File: config.mk
export PLATFORM = sky130hd
export DESIGN_NAME = bus_cycle_ctrl_flat
export DESIGN_NICKNAME = d
export VERILOG_FILES = /design/src/rtl/bus_cycle_ctrl_pkg.sv /design/src/rtl/bus_cycle_ctrl_if.sv /design/src/rtl/bus_cycle_ctrl_prefetch.sv /design/src/rtl/bus_cycle_ctrl.sv /design/src/flat_wrapper.sv
export SDC_FILE = /design/constraint.sdc
export NUM_CORES = 1
export LEC_CHECK = 0
export ABC_AREA = 1
export ABC_CLOCK_PERIOD_IN_PS = 5060
export CAP_MARGIN = 20
export CORE_MARGIN = 1.5
export CORE_UTILIZATION = 52
export CTS_CLUSTER_SIZE = 16
export DETAILED_ROUTE_END_ITERATION = 12
export GPL_TIMING_DRIVEN = 0
export PLACE_DENSITY = 0.87
export SYNTH_ARGS = -nofsm -noshare
export SYNTH_HDL_FRONTEND = slang
export SYNTH_HIERARCHICAL = 1
export SYNTH_SLANG_ARGS = --single-unit
File: constraint.sdc
create_clock -name CLK -period 5.06 [get_ports CLK]
set_clock_uncertainty 0.05 [all_clocks]
set_input_delay 0.759 -clock CLK [delete_from_list [all_inputs] [get_ports CLK]]
set_output_delay 0.759 -clock CLK [all_outputs]
set_load 0.02 [all_outputs]
File: src/rtl/bus_cycle_ctrl_pkg.sv
// Shared definitions for the bus cycle controller: FSM states and parameter defaults.
package bus_cycle_ctrl_pkg;

    localparam int ADDR_W = 20;
    localparam int DATA_W = 8;
    localparam int QCNT_W = 3;

    localparam int                QUEUE_DEPTH_DEF  = 4;
    localparam logic [ADDR_W-1:0] RESET_VECTOR_DEF = 20'hFFFF0;

    typedef enum logic [2:0] {
        IDLE    = 3'd0,
        T1      = 3'd1,
        T2      = 3'd2,
        T3      = 3'd3,
        TW      = 3'd4,
        T4      = 3'd5,
        HOLD_ST = 3'd6
    } state_t;

endpackage

File: src/rtl/bus_cycle_ctrl_if.sv
// Bundle of execution-unit, external-bus and prefetch-queue signals around the controller.
interface bus_cycle_ctrl_if;
    import bus_cycle_ctrl_pkg::*;

    logic              REQ;
    logic              REQ_WR;
    logic              REQ_IO;
    logic [ADDR_W-1:0] REQ_ADDR;
    logic [DATA_W-1:0] REQ_WDATA;
    logic              ACK;
    logic [DATA_W-1:0] RDATA;
    logic              READY;
    logic              HOLD;
    logic              HLDA;
    logic              ALE;
    logic              RD_N;
    logic              WR_N;
    logic              DEN_N;
    logic              DTR;
    logic              IOM;
    logic [ADDR_W-1:0] A;
    logic [DATA_W-1:0] AD_OUT;
    logic              AD_OE;
    logic [DATA_W-1:0] AD_IN;
    logic              QUEUE_ENA;
    logic [DATA_W-1:0] QUEUE_IN;
    logic              QUEUE_POP;
    logic              QUEUE_FLUSH;
    logic [ADDR_W-1:0] NEW_PC;
    logic [QCNT_W-1:0] QCOUNT;

    // Controller side
    modport slave (
        input  REQ, REQ_WR, REQ_IO, REQ_ADDR, REQ_WDATA, READY, HOLD, AD_IN,
               QUEUE_POP, QUEUE_FLUSH, NEW_PC,
        output ACK, RDATA, HLDA, ALE, RD_N, WR_N, DEN_N, DTR, IOM, A, AD_OUT,
               AD_OE, QUEUE_ENA, QUEUE_IN, QCOUNT
    );

    // Environment side (execution unit, bus, queue)
    modport master (
        output REQ, REQ_WR, REQ_IO, REQ_ADDR, REQ_WDATA, READY, HOLD, AD_IN,
               QUEUE_POP, QUEUE_FLUSH, NEW_PC,
        input  ACK, RDATA, HLDA, ALE, RD_N, WR_N, DEN_N, DTR, IOM, A, AD_OUT,
               AD_OE, QUEUE_ENA, QUEUE_IN, QCOUNT
    );

endinterface

File: src/rtl/bus_cycle_ctrl_prefetch.sv
// Prefetch address counter and queue occupancy count.
module biu_prefetch_ctrl
    import bus_cycle_ctrl_pkg::*;
#(
    parameter int                QUEUE_DEPTH  = QUEUE_DEPTH_DEF,
    parameter logic [ADDR_W-1:0] RESET_VECTOR = RESET_VECTOR_DEF
) (
    input  logic              clk,
    input  logic              rst_n,
    input  logic              push,
    input  logic              pop,
    input  logic              flush,
    input  logic [ADDR_W-1:0] new_pc,
    output logic [ADDR_W-1:0] pf_addr,
    output logic [QCNT_W-1:0] qcount,
    output logic              q_full
);

    localparam logic [QCNT_W-1:0] DEPTH_Q = QCNT_W'(QUEUE_DEPTH);

    logic pop_ok;
    logic push_ok;

    // A pop on an empty queue is dropped; a push is refused when full unless a pop frees a slot
    assign pop_ok  = pop && (qcount != '0);
    assign push_ok = push && ((qcount < DEPTH_Q) || pop_ok);
    assign q_full  = (qcount >= DEPTH_Q);

    // Flush wins over push/pop; the address only advances when a byte actually enters the queue
    always_ff @(posedge clk or negedge rst_n) begin
        if (!rst_n) begin
            qcount  <= '0;
            pf_addr <= RESET_VECTOR;
        end else if (flush) begin
            qcount  <= '0;
            pf_addr <= new_pc;
        end else begin
            if (push_ok) begin
                pf_addr <= pf_addr + 1'b1;
            end
            case ({push_ok, pop_ok})
                2'b10:   qcount <= qcount + 1'b1;
                2'b01:   qcount <= qcount - 1'b1;
                default: qcount <= qcount;
            endcase
        end
    end

endmodule

File: src/rtl/bus_cycle_ctrl.sv
// Bus interface unit: runs T1..T4 bus cycles for execution requests and code prefetch.
module bus_cycle_ctrl
    import bus_cycle_ctrl_pkg::*;
#(
    parameter int                QUEUE_DEPTH  = QUEUE_DEPTH_DEF,
    parameter logic [ADDR_W-1:0] RESET_VECTOR = RESET_VECTOR_DEF
) (
    input  logic            CLK,
    input  logic            RST_N,
    bus_cycle_ctrl_if.slave bus
);

    state_t            state;
    state_t            state_nxt;
    logic              cyc_exec;
    logic              cyc_wr;
    logic              cyc_io;
    logic              discard;
    logic [ADDR_W-1:0] addr_q;
    logic [DATA_W-1:0] wdata_q;
    logic [DATA_W-1:0] rdata_q;
    logic [DATA_W-1:0] cap_q;
    logic [ADDR_W-1:0] pf_addr;
    logic [QCNT_W-1:0] qcount;
    logic              q_full;
    logic              busy;
    logic              strobe;
    logic              start_exec;
    logic              start_pf;
    logic              capture;
    logic              push;

    assign busy    = (state == T1) || (state == T2) || (state == T3) ||
                     (state == TW) || (state == T4);
    assign strobe  = (state == T2) || (state == T3) || (state == TW);
    assign capture = ((state == T3) || (state == TW)) && bus.READY;

    // Arbitration in IDLE: hold, then execution request, then prefetch when there is room
    assign start_exec = (state == IDLE) && !bus.HOLD && bus.REQ;
    assign start_pf   = (state == IDLE) && !bus.HOLD && !bus.REQ && !q_full && !bus.QUEUE_FLUSH;

    // A flush in the final cycle also suppresses the push, not only one seen earlier in the cycle
    assign push = (state == T4) && !cyc_exec && !discard && !bus.QUEUE_FLUSH;

    biu_prefetch_ctrl #(
        .QUEUE_DEPTH  (QUEUE_DEPTH),
        .RESET_VECTOR (RESET_VECTOR)
    ) u_prefetch (
        .clk     (CLK),
        .rst_n   (RST_N),
        .push    (push),
        .pop     (bus.QUEUE_POP),
        .flush   (bus.QUEUE_FLUSH),
        .new_pc  (bus.NEW_PC),
        .pf_addr (pf_addr),
        .qcount  (qcount),
        .q_full  (q_full)
    );

    // Next-state decode; wait states are inserted while READY is low in T3/TW
    always_comb begin
        state_nxt = state;
        case (state)
            IDLE: begin
                if (bus.HOLD)                  state_nxt = HOLD_ST;
                else if (start_exec || start_pf) state_nxt = T1;
            end
            T1:      state_nxt = T2;
            T2:      state_nxt = T3;
            T3, TW:  state_nxt = bus.READY ? T4 : TW;
            T4:      state_nxt = IDLE;
            HOLD_ST: if (!bus.HOLD) state_nxt = IDLE;
            default: state_nxt = IDLE;
        endcase
    end

    // State register; reset aborts any cycle in progress
    always_ff @(posedge CLK or negedge RST_N) begin
        if (!RST_N) state <= IDLE;
        else        state <= state_nxt;
    end

    // Latch cycle attributes at T1 entry so A/IOM/DTR/write data stay stable through T4
    always_ff @(posedge CLK or negedge RST_N) begin
        if (!RST_N) begin
            cyc_exec <= 1'b0;
            cyc_wr   <= 1'b0;
            cyc_io   <= 1'b0;
            addr_q   <= '0;
            wdata_q  <= '0;
        end else if (start_exec) begin
            cyc_exec <= 1'b1;
            cyc_wr   <= bus.REQ_WR;
            cyc_io   <= bus.REQ_IO;
            addr_q   <= bus.REQ_ADDR;
            wdata_q  <= bus.REQ_WDATA;
        end else if (start_pf) begin
            cyc_exec <= 1'b0;
            cyc_wr   <= 1'b0;
            cyc_io   <= 1'b0;
            addr_q   <= pf_addr;
        end
    end

    // Remember a flush that lands on an in-flight prefetch so its byte is dropped at T4
    always_ff @(posedge CLK or negedge RST_N) begin
        if (!RST_N)                                        discard <= 1'b0;
        else if (start_exec || start_pf)                   discard <= 1'b0;
        else if (bus.QUEUE_FLUSH && busy && !cyc_exec)     discard <= 1'b1;
    end

    // Sample AD on the READY edge: execution reads go to RDATA, prefetches to the queue byte
    always_ff @(posedge CLK or negedge RST_N) begin
        if (!RST_N) begin
            rdata_q <= '0;
            cap_q   <= '0;
        end else if (capture) begin
            if (cyc_exec && !cyc_wr) rdata_q <= bus.AD_IN;
            if (!cyc_exec)           cap_q   <= bus.AD_IN;
        end
    end

    assign bus.ACK       = (state == T4) && cyc_exec;
    assign bus.RDATA     = rdata_q;
    assign bus.HLDA      = (state == HOLD_ST);
    assign bus.ALE       = (state == T1);
    assign bus.RD_N      = !(strobe && !cyc_wr);
    assign bus.WR_N      = !(strobe && cyc_wr);
    assign bus.DEN_N     = !strobe;
    assign bus.DTR       = busy && cyc_wr;
    assign bus.IOM       = busy && cyc_io;
    assign bus.A         = addr_q;
    assign bus.AD_OUT    = wdata_q;
    assign bus.AD_OE     = cyc_wr && (strobe || (state == T4));
    assign bus.QUEUE_ENA = push;
    assign bus.QUEUE_IN  = cap_q;
    assign bus.QCOUNT    = qcount;

endmodule

File: src/flat_wrapper.sv
// flat-port wrapper written by rule: the top's interface ports become plain ports
module bus_cycle_ctrl_flat import bus_cycle_ctrl_pkg::*;
#(
    parameter int                QUEUE_DEPTH  = QUEUE_DEPTH_DEF,
    parameter logic [ADDR_W-1:0] RESET_VECTOR = RESET_VECTOR_DEF
)
  (CLK, RST_N, bus_REQ, bus_REQ_WR, bus_REQ_IO, bus_REQ_ADDR, bus_REQ_WDATA, bus_READY, bus_HOLD, bus_AD_IN, bus_QUEUE_POP, bus_QUEUE_FLUSH, bus_NEW_PC, bus_ACK, bus_RDATA, bus_HLDA, bus_ALE, bus_RD_N, bus_WR_N, bus_DEN_N, bus_DTR, bus_IOM, bus_A, bus_AD_OUT, bus_AD_OE, bus_QUEUE_ENA, bus_QUEUE_IN, bus_QCOUNT);
  bus_cycle_ctrl_if bus_i ();
  input  logic CLK;
  input  logic RST_N;
  input wire logic [$bits(bus_i.REQ)-1:0] bus_REQ;
  input wire logic [$bits(bus_i.REQ_WR)-1:0] bus_REQ_WR;
  input wire logic [$bits(bus_i.REQ_IO)-1:0] bus_REQ_IO;
  input wire logic [$bits(bus_i.REQ_ADDR)-1:0] bus_REQ_ADDR;
  input wire logic [$bits(bus_i.REQ_WDATA)-1:0] bus_REQ_WDATA;
  input wire logic [$bits(bus_i.READY)-1:0] bus_READY;
  input wire logic [$bits(bus_i.HOLD)-1:0] bus_HOLD;
  input wire logic [$bits(bus_i.AD_IN)-1:0] bus_AD_IN;
  input wire logic [$bits(bus_i.QUEUE_POP)-1:0] bus_QUEUE_POP;
  input wire logic [$bits(bus_i.QUEUE_FLUSH)-1:0] bus_QUEUE_FLUSH;
  input wire logic [$bits(bus_i.NEW_PC)-1:0] bus_NEW_PC;
  output wire logic [$bits(bus_i.ACK)-1:0] bus_ACK;
  output wire logic [$bits(bus_i.RDATA)-1:0] bus_RDATA;
  output wire logic [$bits(bus_i.HLDA)-1:0] bus_HLDA;
  output wire logic [$bits(bus_i.ALE)-1:0] bus_ALE;
  output wire logic [$bits(bus_i.RD_N)-1:0] bus_RD_N;
  output wire logic [$bits(bus_i.WR_N)-1:0] bus_WR_N;
  output wire logic [$bits(bus_i.DEN_N)-1:0] bus_DEN_N;
  output wire logic [$bits(bus_i.DTR)-1:0] bus_DTR;
  output wire logic [$bits(bus_i.IOM)-1:0] bus_IOM;
  output wire logic [$bits(bus_i.A)-1:0] bus_A;
  output wire logic [$bits(bus_i.AD_OUT)-1:0] bus_AD_OUT;
  output wire logic [$bits(bus_i.AD_OE)-1:0] bus_AD_OE;
  output wire logic [$bits(bus_i.QUEUE_ENA)-1:0] bus_QUEUE_ENA;
  output wire logic [$bits(bus_i.QUEUE_IN)-1:0] bus_QUEUE_IN;
  output wire logic [$bits(bus_i.QCOUNT)-1:0] bus_QCOUNT;
  assign bus_i.REQ = bus_REQ;
  assign bus_i.REQ_WR = bus_REQ_WR;
  assign bus_i.REQ_IO = bus_REQ_IO;
  assign bus_i.REQ_ADDR = bus_REQ_ADDR;
  assign bus_i.REQ_WDATA = bus_REQ_WDATA;
  assign bus_i.READY = bus_READY;
  assign bus_i.HOLD = bus_HOLD;
  assign bus_i.AD_IN = bus_AD_IN;
  assign bus_i.QUEUE_POP = bus_QUEUE_POP;
  assign bus_i.QUEUE_FLUSH = bus_QUEUE_FLUSH;
  assign bus_i.NEW_PC = bus_NEW_PC;
  assign bus_ACK = bus_i.ACK;
  assign bus_RDATA = bus_i.RDATA;
  assign bus_HLDA = bus_i.HLDA;
  assign bus_ALE = bus_i.ALE;
  assign bus_RD_N = bus_i.RD_N;
  assign bus_WR_N = bus_i.WR_N;
  assign bus_DEN_N = bus_i.DEN_N;
  assign bus_DTR = bus_i.DTR;
  assign bus_IOM = bus_i.IOM;
  assign bus_A = bus_i.A;
  assign bus_AD_OUT = bus_i.AD_OUT;
  assign bus_AD_OE = bus_i.AD_OE;
  assign bus_QUEUE_ENA = bus_i.QUEUE_ENA;
  assign bus_QUEUE_IN = bus_i.QUEUE_IN;
  assign bus_QCOUNT = bus_i.QCOUNT;
  bus_cycle_ctrl #(.QUEUE_DEPTH(QUEUE_DEPTH), .RESET_VECTOR(RESET_VECTOR)) u_core (.CLK(CLK), .RST_N(RST_N), .bus(bus_i));
endmodule
==> reports/qor.csv <==
metric,value,unit
vias in the first global route,3998,
Die Span Y,92.2,µm
final setup violation count,0,
Pre-antenna DRT Iters,5,
top cells by instance count after synthesis,"nand2_1 (221), dfrtp_1 (58), inv_1 (57), nand3_1 (56)",
Synth top area share,35.0,%
Synth Instances,554,
clk_lat worst skew,360,ps
Startpoint Class,input port,
Crit. End Element,output port,
cell taking the most area after synthesis,dfrtp_1,
Avg WL per Cell,14.0,µm
core area,7730,µm²
TNS Setup,0,ps
Tmin final,3560,ps
antenna-violating nets left,0,
ys async rst share,100,%
peak supply drop,0.196,mV
number of top-level pins,122,
status,"finished, final reports clean",
Post-synth EDFFs,0,
Layout area overhead,38.4,%
Chip Width,92.2,µm
top_reg_cell synth,dfrtp_1,
Critical-path top delay cell,clkdlybuf4s50_1,
GP Congestion,0.872,
GRT Total Usage,27.8,%
first-pass GRT wire length,18500,µm
worst-margin pin slew,659,ps
area of the mapped netlist,4140,µm²
CTS Buffer Depth,2,
RSZ-0062 raised after global routing,false,
Final nets,754,
#FFs+latches synth,74,
Final period util,70.3,%
top-count cell post-synth,nand2_1,
DR iter-0 viols,219,
"Slew Viols, Final",0,
Starting Density,53.6,%
crit path DAT,2750,ps
H-Tree Level Count,3,
IO Port Bufs,121,
diode count,0,
Synth cell types,34,
CP top delay family,buffers and inverters,
CP max FO,8,
"top cells by area, synth","dfrtp_1 (35%), nand2_1 (20%), dfstp_2 (10%), nand3_1 (6.8%), inv_1 (5.2%)",
row cnt,32,
CP most frequent cell,clkdlybuf4s50_1,
"Req. time, crit path",4250,ps
crit path kind,in -> out,
Finished Cell Area,5730,µm²
CTS Root Buffer Type,clkbuf_8,
Leak Pwr,0.00283,µW
final wirelength,11100,µm
final global-route overflow total,0,
Power Total,2740,µW
Ys Warns,6,
DRC errors left,0,
hold crit path type,in -> async,
Critical path buffers and inverters,2,
largest net degree at the start of global routing,74,
initial antenna violation count,0,
register area share after synthesis,45.2,%
Via Count,4140,
Resize count post-CTS,0,
Clock Sinks,74,
max_cap viols,0,
Max Clk Rate,281,MHz
CTS buffer count,9,
drt via density,5.21,
max incr delay on CP,730,ps
Power Density,478,nW/µm²
slew margin rel.,55.7,%
share of cells above drive strength 1,14.6,%
syn_area_per_cell,7.48,µm²
CTS tree,done,
Post-CTS Setup Inserts,0,
die area,8510,µm²
worst-path cell chain,"clkdlybuf4s50_1, nor4_1, clkdlybuf4s50_1",
Syn Nets,621,
Post-DP Area,5510,µm²
hold_buf cts,0,
"Clk pin slew, worst setup/hold paths",80,ps
final HPWL from detailed placement,8350,µm
final hold vios,0,
==> cell usage in the layout (no fill, tap or decap), types with 16 or more instances in the layout <==
cell type	count
clkdlybuf4s50_1	120
dfrtp_1	58
dfstp_2	16
inv_1	57
nand2_1	221
nand3_1	56
nor2_1	20
o21ai_0	16
or2_2	20
==> worst paths after layout <==
path | start | to | slack (ps) | cells after the start
min in group CLK | u_core/bus.RDATA[7] | u_core/bus.RDATA[7] | 430 | 2
hold / removal | RST_N | u_core/bus.AD_OUT[0] | 140 | 1
setup / recovery | bus_QUEUE_FLUSH | bus_QUEUE_ENA | 1500 | 3
hold reg to reg | u_core/bus.RDATA[7] | u_core/bus.RDATA[7] | 430 | 2
setup reg to reg | u_core/state[2] | u_core/u_prefetch/qcount[2] | 2500 | 10
max in group asynchronous | RST_N | u_core/u_prefetch/pf_addr[9] | 4260 | 2
==> cell type report <==
type / count / area (µm²)
Inverter: 67 / 251
Tap cell: 102 / 128
Clock buffer: 9 / 124
Sequential cell: 74 / 1870
Multi-Input combinational cell: 397 / 1920
Buffer: 16 / 96.3
Clock inverter: 7 / 101
Fill cell: 586 / 2000
Timing Repair Buffer: 122 / 1240
==> registers in the layout, summed over array words and instances (netlist names) <==
name	flops
u_core/state	3
u_core/bus.A	20
u_core/cyc_io	1
u_core/cyc_wr	1
u_core/u_prefetch/pf_addr	20
u_core/cyc_exec	1
u_core/u_prefetch/qcount	3
u_core/bus.QUEUE_IN	8
u_core/bus.RDATA	8
u_core/bus.AD_OUT	8
u_core/discard	1
==> worst register-to-register path, stage by stage, from the launching register on <==
cell,delay (ps)
dfrtp_1,510
nand3_1,190
nor4_1,540
inv_1,150
nand3_2,160
inv_1,60
fa_1,380
xnor2_1,170
xor2_1,170
nand2_1,70
nand2_1,60
==> routing by layer <==
layer	wire length (µm)	vias to the layer above	part of all wire, %	GRT usage [%]
met5	0	-	0	0
met4	350	0	3.2	12.8
met3	604	28	5.4	4.15
met2	5480	152	49	46.7
met1	4650	1962	42	35.4
li1	-	1998	-	-
==> stage by stage <==
step                worst slack (ps)  instances  utilization, %  hold slack, ps
finish                          1500        794            74.2             138
global route                    1410        794            74.2             129
CTS                             1490        794            74.2             131
detailed placement              1500        778            71.2             408
global placement                 668        777            70.9             402
floorplan                       2080        554               -             392
==> logic make-up after synthesis <==
kind of cell / after synthesis / share of synthesized area [%]
XOR/XNOR: 7 / 1.48
adder cells (fa/ha/maj): 2 / 0.785
AND/OR/NAND/NOR: 353 / 39.1
AO/OA/AOI/OAI: 35 / 5.02
flip-flops: 74 / 45.2
buffers and inverters: 83 / 8.40
==> power breakdown <==
part           switching [µW]  leakage (µW)  internal (µW)
logic                     710       0.00182            555
clock network             241      0.000106            282
registers                 151      0.000902            804
total                    1100       0.00283           1640
Power figures use the tool's default switching activity.
